File: src/rtl/scroll_message_display.sv
// Scrolling message display: a small character buffer shown on a row of
// 7-segment digits, rotated one slot per TICK_DIV enabled clock cycles.
module scroll_message_display #(
   parameter int NUM_DIGITS = 5,
   parameter int MSG_LEN    = 8,
   parameter int TICK_DIV   = 50000000
) (
   input  logic                    Clock,
   input  logic                    Reset,
   input  logic                    Enable,
   input  logic                    Dir,
   input  logic                    Clear,
   input  logic                    Wr_en,
   input  logic [5:0]              Wr_addr,
   input  logic [2:0]              Wr_data,
   output logic [7*NUM_DIGITS-1:0] HEX,
   output logic [5:0]              Offset,
   output logic                    Step
);

   localparam int            CW      = (TICK_DIV > 1) ? $clog2(TICK_DIV) : 1;
   localparam logic [CW-1:0] CNT_MAX = CW'(TICK_DIV - 1);
   localparam logic [5:0]    OFF_MAX = 6'(MSG_LEN - 1);

   function automatic logic [2:0] init_char(input int slot);
      case (slot)
         0:       return 3'b000;
         1:       return 3'b001;
         2:       return 3'b011;
         3:       return 3'b011;
         4:       return 3'b010;
         default: return 3'b111;
      endcase
   endfunction

   function automatic logic [6:0] seg_decode(input logic [2:0] c);
      case (c)
         3'b000:  return 7'b0001001;
         3'b001:  return 7'b0000110;
         3'b011:  return 7'b1000111;
         3'b010:  return 7'b1000000;
         default: return 7'b1111111;
      endcase
   endfunction

   function automatic logic [3*MSG_LEN-1:0] msg_reset_image();
      logic [3*MSG_LEN-1:0] m;
      m = '1;
      for (int i = 0; i < MSG_LEN; i++) m[3*i +: 3] = init_char(i);
      return m;
   endfunction

   // Reset image is the decode of the reset buffer at offset 0.
   function automatic logic [7*NUM_DIGITS-1:0] hex_reset_image();
      logic [7*NUM_DIGITS-1:0] img;
      img = '1;
      for (int k = 0; k < NUM_DIGITS; k++)
         img[7*k +: 7] = seg_decode(init_char(NUM_DIGITS - 1 - k));
      return img;
   endfunction

   localparam logic [3*MSG_LEN-1:0]    MSG_RESET = msg_reset_image();
   localparam logic [7*NUM_DIGITS-1:0] HEX_RESET = hex_reset_image();

   logic [CW-1:0]           cnt;
   logic [5:0]              offset_r;
   logic [5:0]              offset_next;
   logic [3*MSG_LEN-1:0]    msg;
   logic [7*NUM_DIGITS-1:0] hex_r;
   logic [7*NUM_DIGITS-1:0] hex_next;
   logic [6:0]              slot_sum;
   logic [2:0]              ch;
   logic                    step_now;

   assign step_now = Enable && !Clear && !Reset && (cnt == CNT_MAX);

   always_comb begin
      offset_next = offset_r;
      if (step_now) begin
         if (!Dir) offset_next = (offset_r == OFF_MAX) ? 6'd0 : offset_r + 6'd1;
         else      offset_next = (offset_r == 6'd0) ? OFF_MAX : offset_r - 6'd1;
      end
   end

   // Clear outranks Enable, so a pending step is dropped in a clear cycle.
   always_ff @(posedge Clock or posedge Reset) begin
      if (Reset) begin
         cnt      <= '0;
         offset_r <= '0;
      end else if (Clear) begin
         cnt      <= '0;
         offset_r <= '0;
      end else if (Enable) begin
         cnt      <= (cnt == CNT_MAX) ? '0 : cnt + CW'(1);
         offset_r <= offset_next;
      end
   end

   always_ff @(posedge Clock or posedge Reset) begin
      if (Reset) begin
         msg <= MSG_RESET;
      end else begin
         for (int i = 0; i < MSG_LEN; i++)
            if (Wr_en && (Wr_addr == 6'(i))) msg[3*i +: 3] <= Wr_data;
      end
   end

   // Offset and the digit index are both below MSG_LEN, so one subtraction wraps.
   always_comb begin
      hex_next = '1;
      slot_sum = '0;
      ch       = 3'b111;
      for (int k = 0; k < NUM_DIGITS; k++) begin
         slot_sum = 7'(offset_r) + 7'(NUM_DIGITS - 1 - k);
         if (slot_sum >= 7'(MSG_LEN)) slot_sum = slot_sum - 7'(MSG_LEN);
         ch = 3'b111;
         for (int s = 0; s < MSG_LEN; s++)
            if (slot_sum == 7'(s)) ch = msg[3*s +: 3];
         hex_next[7*k +: 7] = seg_decode(ch);
      end
   end

   always_ff @(posedge Clock or posedge Reset) begin
      if (Reset) hex_r <= HEX_RESET;
      else       hex_r <= hex_next;
   end

   assign HEX    = hex_r;
   assign Offset = offset_r;
   assign Step   = step_now;

endmodule

File: config.mk
export PLATFORM = sky130hd
export DESIGN_NAME = scroll_message_display
export DESIGN_NICKNAME = d
export VERILOG_FILES = /design/src/rtl/scroll_message_display.sv
export SDC_FILE = /design/constraint.sdc
export NUM_CORES = 1
export LEC_CHECK = 0
export BUFFER_PORTS_ARGS = -buffer_cell sky130_fd_sc_hd__clkbuf_2
export CAP_MARGIN = 20
export CORE_MARGIN = 3
export CORE_UTILIZATION = 30
export CTS_BUF_LIST = sky130_fd_sc_hd__clkbuf_4 sky130_fd_sc_hd__clkbuf_8 sky130_fd_sc_hd__clkbuf_16
export DETAILED_ROUTE_END_ITERATION = 8
export SLEW_MARGIN = 30
export SYNTH_ARGS = -nofsm -noshare
export SYNTH_HDL_FRONTEND = slang
export SYNTH_SLANG_ARGS = --single-unit
File: constraint.sdc
create_clock -name Clock -period 5.2 [get_ports Clock]
set_clock_uncertainty 0.1 [all_clocks]
set_input_delay 0.52 -clock Clock [delete_from_list [all_inputs] [get_ports Clock]]
set_output_delay 0.52 -clock Clock [all_outputs]
set_load 0.02 [all_outputs]
==> results.cfg, run 1 <==
[detailed_routing]
drcViolationCount = 0
vias = 4921
finalWirelength_mm = 14.50
drtAntennaViolNets = 0
first_pass_iters = 5
wl_per_cell_um = 15.97
vias_per_cell = 5.420
first_iter_violations = 486

[synth]
synth_top_family_by_area = simple AND/OR/NAND/NOR gates
synth-compound-area-share = 0.2167
synthesis.nets = 686
ys_seq_elements = 81
synthFlopType = dfrtp_1
synthArstFlopShare = 1.000
synth_xor_xnor_area_share = 0.03339
yosysWarnings = 0
synth_top_area_share = 0.2444
synthMuxAreaShare = 0.06242
synth_common_cells = o21ai_0 (65), nand2_1 (62), dfrtp_1 (56)
yosys.area_share.adder = 0.05020
ys_top_cells_by_area = dfrtp_1 (24%), dfstp_2 (11%), o21ai_0 (5.7%), ha_1 (5.0%), mux2_2 (4.7%)
synth_cell_type_count = 67
yosysSeqAreaShare = 0.3590
synth-simple-area-share = 0.2220
synth_edf_count = 0
yosysMostFrequentCell = o21ai_0
netlist_area_sq_um = 5733
yosys.area.top_type = dfrtp_1
synth_cells = 648
syn_area_per_cell_sq_um = 8.847

[worst_setup_path]
critPathTopFamily = adder cells
critical_path.cell_chain = ha_1, nand2_1, xnor2_1, ha_1, o31ai_1, nor2_1, mux2_2, a211oi_1, o31ai_1
critical_path.startpoint_type = flop
cp_num_buf_inv = 0
critPathArrivalTime_ns = 3.51
slowest_delay_ns = 0.59
rr_endpoint = HEX[24]
crit_fanout = 14
cp-end-kind = flop
r2r-start = Offset[3]
criticalPathCategory = flop to flop
r2r_cells = 9
rrSetupSlack_ns = 1.79
crit_slowest_cell = dfrtp_1
crit_required_ns = 5.30

[clock_network]
clkLatencyLatePin_ns = 0.34
cts_resized = 0
clockBufferDepth = 2
clk_pin_slew_ns = 0.06
h-tree-depth = 3
ctsRootBufferMaster = clkbuf_16
tritoncts = done
cts.sinks = 81
cts_setup_buffers = 0
cts_hold_buf = 0
numCtsBuffers = 9

[placed_design]
numPortBuffers = 56
dp_slack_ns = 1.789
postPlaceCellArea_sq_um = 6105
dp_hpwl_mm = 10.49
routabilityCongestion = 0.8319

[timing]
tightest_slew_ns = 0.7968
hold_viol = 0
rsz0062_at_grt = false
finalCritPeriodShare = 0.6550
finalWorstSetupSlack_ns = 1.794
max_freq_mhz = 293.6
period_minus_slack_ns = 3.406
slew_headroom = 0.4647
slew_viol_final = 0
setup_tns_ns = 0
whs_ns = 0.09816
finalSetupViolations = 0

[power]
p_sw_w = 0.0005143
powerDensity_nw_per_um2 = 279.2
p_int_w = 0.001282
vdd_ir_drop_max_mv = 0.1251
clkPwrFrac = 0.387
p_seq_frac = 0.436
p_comb_frac = 0.177
swShare = 0.2863
power.leakage_nw = 2.814

[floorplan]
dieHeight_um = 144.2
num_io_pins = 57
die-area_sq_um = 20810
start_util = 0.3117
coreArea_sq_um = 18390
die_w_um = 144.2
rows = 49

[grt]
gr-total-overflow = 0
antenna_found_initial = 0
grt_pass1_wl_mm = 24.14
grt_pass1_vias = 4582
grt_max_degree = 58
use_met3 = 0.03836
grt_util_met1 = 0.2064
grt_use_met2 = 0.2175
grt_util_all_layers = 0.1438
busiest_layer = met2

[final_layout]
multi_input_area_sq_um = 3356
final_core_util = 0.3499
post-route-cell-area_sq_um = 6435
fin_nets = 712
area_growth_pct = 12.24
drive_gt1_frac = 0.2209
regArea_sq_um = 2058
insertedDiodeCount = 0
nFillCells = 1885

[status]
outcome = complete, no violations

[job]
max_cap_violations = 0

[min_path]
worstHoldPathType = primary input to async pin
## cells by family after synthesis
logic type,Yosys count
adder cells (fa/ha/maj),23
buffers and inverters,69
AND/OR/NAND/NOR,229
AO/OA/AOI/OAI,196
flip-flops,81
multiplexers,29
XOR/XNOR,21
## power groups by stage
stage               clock network [W]  logic [W]  registers (W)
detailed placement                  0   0.000321       0.000795
global placement                    0   0.000318       0.000794
CTS                          0.000714   0.000322       0.000783
global route                 0.000740   0.000356       0.000796
floorplan                           0   0.000184       0.000829
finish                       0.000694   0.000319       0.000783
## placed cells by master (no fill, tap or decap), drive strengths merged, types with 5 or more instances in the layout
master	Yosys	layout
o21ai	66	66
clkbuf	16	66
nand2	62	62
dfrtp	56	56
a21oi	41	41
nor2	30	30
nand3	29	29
dfstp	25	25
mux2	24	24
ha	23	23
inv	22	22
nor2b	17	17
nor3b	15	15
o31ai	15	15
nand2b	15	15
nand4	12	12
nor3	12	12
and3	12	12
xnor2	11	11
xor2	10	10
a31oi	8	8
a211oi	8	8
a21o	6	6
o211ai	5	5
o22ai	5	5
a22oi	5	5
buf	30	5
clkinv	1	5
## per-layer routing
layer  wire [um]  vias up
met3         819       10
met1        7021     2368
met4         133        0
met2        6523      129
met5           0        -
li1            -     2414
## final cells by class
| class | instances | share of cell area |
|---|---|---|
| Sequential cell | 81 | 0.3199 |
| Multi-Input combinational cell | 498 | 0.5215 |
| Clock inverter | 6 | 0.01400 |
| Inverter | 23 | 0.01361 |
| Clock buffer | 10 | 0.03714 |
| Timing Repair Buffer | 61 | 0.04939 |
| Tap cell | 229 | 0.04453 |
## worst register-to-register path, stage by stage, from the launching register on
cell and delay, ns:
dfrtp_1 0.59, ha_1 0.53, nand2_1 0.26, xnor2_1 0.36
ha_1 0.24, o31ai_1 0.11, nor2_1 0.13, mux2_2 0.37
a211oi_1 0.45, o31ai_1 0.14
## how the worst max path moves through the flow
stage / slack, ns / end / startpoint / depth (start not counted)
6_report: 1.79 / HEX[24] / Offset[3] / 9
4_1_cts: 1.80 / HEX[24] / Offset[3] / 9
5_1_grt: 1.50 / HEX[24] / Offset[3] / 9
3_5_place_dp: 1.79 / HEX[24] / Offset[3] / 9
3_3_place_gp: 1.89 / HEX[24] / Offset[3] / 9
2_1_floorplan: 1.73 / Step / Reset / 3
## sequential cells by signal, summed over array words and instances, names as in the netlist
name,flops
HEX,25
Offset,6
cnt,26
msg,24
## through the flow
stage	instances	total power, W
finish	908	0.001796
global route	908	0.001892
CTS	908	0.001819
detailed placement	892	0.001116
global placement	892	0.001112
floorplan	648	0.001013
(Power assumes the default switching activity.)
==> run 2, diff against run 1 <==
- ABC_AREA: not set -> 1
- clock period: 5.2 -> 2.9 ns (I/O delays scaled with it)
==> results.cfg, run 2 <==
[status]
outcome = complete, no violations

[synth]
yosys.area.top_type = dfrtp_1
ys_seq_elements = 81
synth_cell_type_count = 49
syn_area_per_cell_sq_um = 6.789
synth_top_area_share = 0.2256
synthFlopType = dfrtp_1
synth_cells = 915
ys_top_cells_by_area = dfrtp_1 (23%), nand2_1 (13%), dfstp_2 (11%), inv_1 (8.6%), nand3_1 (7.2%)
yosysWarnings = 0
synth_common_cells = nand2_1 (220), inv_1 (143), nand3_1 (89)
yosysMostFrequentCell = nand2_1
synthArstFlopShare = 1.000
synthesis.nets = 953
synth_edf_count = 0
yosysSeqAreaShare = 0.3313
netlist_area_sq_um = 6212

[worst_setup_path]
critical_path.cell_chain = buf_6, ha_4, nand2_4, o21ai_4, buf_4, nand3_4, o21ai_4, nand3_4, nor2_4, buf_4, nand3_1, nand2_1, nand2_1, nand2_1, nand2_1, nand2_1, nand2_1, nand2_1, nand2_1, nand2_1, nand3_2
cp-end-kind = flop
slowest_delay_ns = 0.45
critPathMostFrequentCell = nand2_1
cp_num_buf_inv = 3
crit_slowest_cell = dfrtp_2
crit_fanout = 5
criticalPathCategory = flop to flop
crit_required_ns = 3.03
critPathArrivalTime_ns = 2.99
critPathTopFamily = simple AND/OR/NAND/NOR gates
critical_path.startpoint_type = flop

[timing]
slew_viol_final = 0
finalSetupViolations = 0
finalCritPeriodShare = 0.9854
tightest_slew_ns = 0.6899
max_freq_mhz = 349.9
period_minus_slack_ns = 2.858
slew_headroom = 0.5384
setup_tns_ns = 0
finalWorstSetupSlack_ns = 0.04236
rsz0062_at_grt = true
hold_viol = 0

[detailed_routing]
vias_per_cell = 4.748
vias = 6282
first_pass_iters = 5
first_iter_violations = 425
drcViolationCount = 0
finalWirelength_mm = 17.64
wl_per_cell_um = 13.33
drtAntennaViolNets = 0

[power]
vdd_ir_drop_max_mv = 0.3535
p_sw_w = 0.002357
p_comb_frac = 0.514
p_seq_frac = 0.278
powerDensity_nw_per_um2 = 659.7
power_w = 0.005514
p_int_w = 0.003157
power.leakage_nw = 3.713
swShare = 0.4275
clkPwrFrac = 0.207

[clock_network]
clkLatencyLatePin_ns = 0.35
tritoncts = done
h-tree-depth = 3
ctsRootBufferMaster = clkbuf_16
numCtsBuffers = 9
clockBufferDepth = 2
clk_pin_slew_ns = 0.06
cts.sinks = 81

[grt]
grt_pass1_vias = 5507
grt_max_degree = 54
grt_util_all_layers = 0.1478
grt_pass1_wl_mm = 26.77
antenna_found_initial = 0
gr-total-overflow = 0

[floorplan]
start_util = 0.3060
coreArea_sq_um = 20300
rows = 52
die_w_um = 149.9
dieHeight_um = 149.9
num_io_pins = 57
die-area_sq_um = 22470

[final_layout]
final_cell_mix = nand2_1 (182), inv_1 (134), buf_4 (77)
top_register = cnt
fin_nets = 1086
post-route-cell-area_sq_um = 8358
final_common_cell = nand2_1
largest_register_ffs = 26
insertedDiodeCount = 0
area_growth_pct = 34.54
drive_gt1_frac = 0.3343

[job]
max_cap_violations = 0

[placed_design]
postPlaceCellArea_sq_um = 7141
routabilityCongestion = 0.8497
dp_slack_ns = -0.02408
dp_hpwl_mm = 13.03
numPortBuffers = 56

[min_path]
worstHoldPathType = primary input to flop
[run 2: cell count changes in the layout (fill, tap and decap cells not counted), moves of 17 or more]
cell | before | now
nand3_2 | 0 | 23
nor2_4 | 0 | 17
buf_4 | 5 | 77
inv_1 | 19 | 134
nand3_1 | 28 | 69
nor2b_1 | 17 | 0
mux2_2 | 24 | 0
nand2_1 | 62 | 182
o21ai_1 | 1 | 21
nand2_2 | 0 | 38
[run 2: logic make-up (layout without fill, tap and decap cells)]
group,count (synthesis),in the layout,share of synthesized area
flip-flops,81,81,0.3313
buffers and inverters,173,310,0.1140
XOR/XNOR,12,12,0.01692
adder cells (fa/ha/maj),23,23,0.04632
AND/OR/NAND/NOR,446,447,0.3235
AO/OA/AOI/OAI,180,180,0.1680
[run 2: worst paths after layout]
check                           from   endpoint  slack, ns  cells past startpoint
max                        Offset[3]    HEX[21]       0.04                     21
min                            Clear  Offset[3]       0.10                      2
max reg2reg                Offset[3]    HEX[21]       0.04                     21
min reg2reg                   msg[1]     msg[1]       0.39                      2
max in group asynchronous      Reset    HEX[10]       1.22                      5
min in group asynchronous      Reset    cnt[19]       0.50                      4
[run 2: worst register-to-register path: cells and delay by family (launching register included)]
kind            cells  cell delay (ns)
flops               1             0.45
compound gates      2             0.39
fa+ha+maj           1             0.18
buf+inv             3             0.43
simple gates       15             1.22
[run 2: cell type report]
cell class                 instances  area, sq um
fill                            2099        11940
multi-input combinational        662         4108
sequential                        81         2063
timing repair buffer             142        962.2
inverter                         152        585.6
tap                              270        337.8
clock buffer                      12        247.7
clock inverter                     4        53.80
[run 2: layer usage]
| layer | global-route usage | vias up | share of wire |
|---|---|---|---|
| met1 | 0.1997 | 2841 | 0.45 |
| li1 | - | 3267 | - |
| met4 | 0.04849 | 0 | 0.020 |
| met3 | 0.02998 | 23 | 0.045 |
| met2 | 0.2368 | 151 | 0.49 |
| met5 | 0 | - | 0 |
[run 2: metrics by stage]
step / hold slack [ns] / utilization / std cells
finish: 0.1047 / 0.4117 / 1323
CTS: 0.09279 / 0.3677 / 1296
global placement: 0.3381 / 0.3518 / 1279
detailed placement: 0.3348 / 0.3518 / 1279
floorplan: 0.2865 / - / 915
global route: 0.1084 / 0.4117 / 1323
[run 2: timing repair]
action / in CTS / in global routing
setup endpoints to repair: 8 / 31
gates cloned: 0 / 2
pin swaps: 1 / 71
hold buffers: 1 / 0
endpoints found under the hold margin: 28 / 0
buffers inserted: 0 / 25
resized for setup: 4 / 189
[run 2: power by group through the flow]
stage / combinational (W) / sequential [W] / clock (W)
floorplan: 0.00157 / 0.00173 / 0
global placement: 0.00238 / 0.00155 / 0
detailed placement: 0.00238 / 0.00155 / 0
CTS: 0.00240 / 0.00153 / 0.00118
global route: 0.00316 / 0.00156 / 0.00124
finish: 0.00284 / 0.00153 / 0.00114
==> run 3, diff against run 2 <==
- CORE_ASPECT_RATIO: not set -> 1.25
- HOLD_SLACK_MARGIN: not set -> 0.02
- PLACE_DENSITY: not set -> 0.49
==> results.cfg, run 3 (same netlist as run 2, synthesis figures left out) <==
[grt]
gr-total-overflow = 0
grt_util_all_layers = 0.1617
grt_pass1_vias = 6000
antenna_found_initial = 0
grt_pass1_wl_mm = 29.46
grt_max_degree = 53

[final_layout]
top_register = cnt
area_growth_pct = 34.00
insertedDiodeCount = 0
final_cell_mix = nand2_1 (186), inv_1 (132), buf_4 (70)
final_common_cell = nand2_1
drive_gt1_frac = 0.3349
nFillCells = 2126
fin_nets = 1081
post-route-cell-area_sq_um = 8324
largest_register_ffs = 26

[floorplan]
dieHeight_um = 166.9
rows = 58
die-area_sq_um = 22480
coreArea_sq_um = 20250
die_w_um = 134.7
num_io_pins = 57
start_util = 0.3068

[timing]
max_freq_mhz = 353.6
hold_viol = 0
rsz0062_at_grt = true
finalSetupViolations = 0
slew_viol_final = 0
slew_headroom = 0.5924
tightest_slew_ns = 0.6114
whs_ns = 0.1227
finalCritPeriodShare = 0.9751
period_minus_slack_ns = 2.828

[detailed_routing]
vias_per_cell = 4.748
finalWirelength_mm = 18.65
drcViolationCount = 0
wl_per_cell_um = 14.15
drtAntennaViolNets = 0
vias = 6258
first_pass_iters = 4
first_iter_violations = 210

[status]
outcome = complete, no violations

[power]
vdd_ir_drop_max_mv = 0.3880
powerDensity_nw_per_um2 = 665.5
power.leakage_nw = 3.737

[worst_setup_path]
cp-end-kind = flop
slowest_delay_ns = 0.44
crit_required_ns = 3.03
critPathMostFrequentCell = nand2_1
crit_slowest_cell = dfrtp_2
critPathTopFamily = simple AND/OR/NAND/NOR gates
critical_path.startpoint_type = flop
criticalPathCategory = flop to flop
crit_fanout = 5
critPathArrivalTime_ns = 2.96
cp_num_buf_inv = 2
critical_path.cell_chain = buf_6, ha_4, nand4_1, nand3_4, nand2_1, nor2_2, nand3_2, nand2_4, buf_6, nand3_2, nand3_1, nand3_1, nand2_1, nand2_1, nand2_1, nand2_2, a21oi_4, nand3_2

[clock_network]
clkLatencyLatePin_ns = 0.35
clk_pin_slew_ns = 0.06
cts.sinks = 81
clockBufferDepth = 2
h-tree-depth = 3
numCtsBuffers = 9
ctsRootBufferMaster = clkbuf_16
tritoncts = done

[placed_design]
numPortBuffers = 56
dp_hpwl_mm = 14.19
routabilityCongestion = 0.8818
postPlaceCellArea_sq_um = 7148

[job]
max_cap_violations = 0

[min_path]
worstHoldPathType = primary input to flop
[run 3: cell count changes in the layout (fill, tap and decap cells not counted), moves of 4 or more]
cell     delta
nor2_1      +4
o21ai_2     +9
nor2_4      -8
inv_2       +4
nand3_4     +5
nor2_2      +4
buf_4       -7
nand2_1     +4
o21ai_0     -7
[run 3: layer usage]
layer / GRT usage / part of all wire
met1: 0.1959 / 0.43
met2: 0.2944 / 0.52
met3: 0.02326 / 0.030
met4: 0.04650 / 0.020
met5: 0 / 0
[run 3: report_power, final]
group	total, W	internal (W)	switching [W]
sequential	0.00154	0.00141	0.000133
combinational	0.00282	0.00102	0.00179
clock	0.00118	0.000701	0.000480
total	0.00554	0.00313	0.00241
[run 3: final timing paths]
kind	from	endpoint	slack, ns	cells past startpoint
setup reg to reg	Offset[3]	HEX[21]	0.07	18
max in group asynchronous	Reset	HEX[10]	1.19	5
hold reg to reg	msg[1]	msg[1]	0.39	2
min in group asynchronous	Reset	cnt[6]	0.53	4
setup / recovery	Offset[3]	HEX[21]	0.07	18
hold / removal	Clear	Offset[3]	0.12	2
[run 3: layout make-up]
class | count | area [sq um] | area share
clock buffer | 12 | 247.7 | 0.02976
clock inverter | 4 | 55.05 | 0.006614
inverter | 152 | 579.3 | 0.06959
multi-input combinational | 662 | 4113 | 0.4941
sequential | 81 | 2063 | 0.2479
tap | 270 | 337.8 | 0.04058
timing repair buffer | 137 | 928.4 | 0.1115
[run 3: stage by stage]
step / total power [W] / TNS (ns) / util / setup WS (ns) / std cells
after floorplan: 0.003296 / 0 / - / 0.04039 / 915
after global placement: 0.003973 / -0.01589 / 0.3530 / -0.006963 / 1280
after detailed placement: 0.003974 / -0.1512 / 0.3530 / -0.03861 / 1280
after CTS: 0.005187 / 0 / 0.3699 / 0.002774 / 1298
after global routing: 0.005979 / -0.8225 / 0.4111 / -0.1292 / 1318
final: 0.005540 / 0 / 0.4111 / 0.07209 / 1318
[run 3: worst reg2reg max path, stage by stage, from the launching register on]
cell,delay [ns]
dfrtp_2,0.44
buf_6,0.12
ha_4,0.18
nand4_1,0.30
nand3_4,0.22
nand2_1,0.08
nor2_2,0.10
nand3_2,0.13
nand2_4,0.17
buf_6,0.12
nand3_2,0.06
nand3_1,0.08
nand3_1,0.08
nand2_1,0.07
nand2_1,0.05
nand2_1,0.06
nand2_2,0.06
a21oi_4,0.20
nand3_2,0.09
[run 3: repair_timing]
action,in CTS,in global routing
pin swaps,1,60
hold buffers,1,0
gates resized for setup,9,190
setup endpoints to repair,11,28
gates cloned,0,1
hold endpoints to repair,29,0
setup buffers,1,20
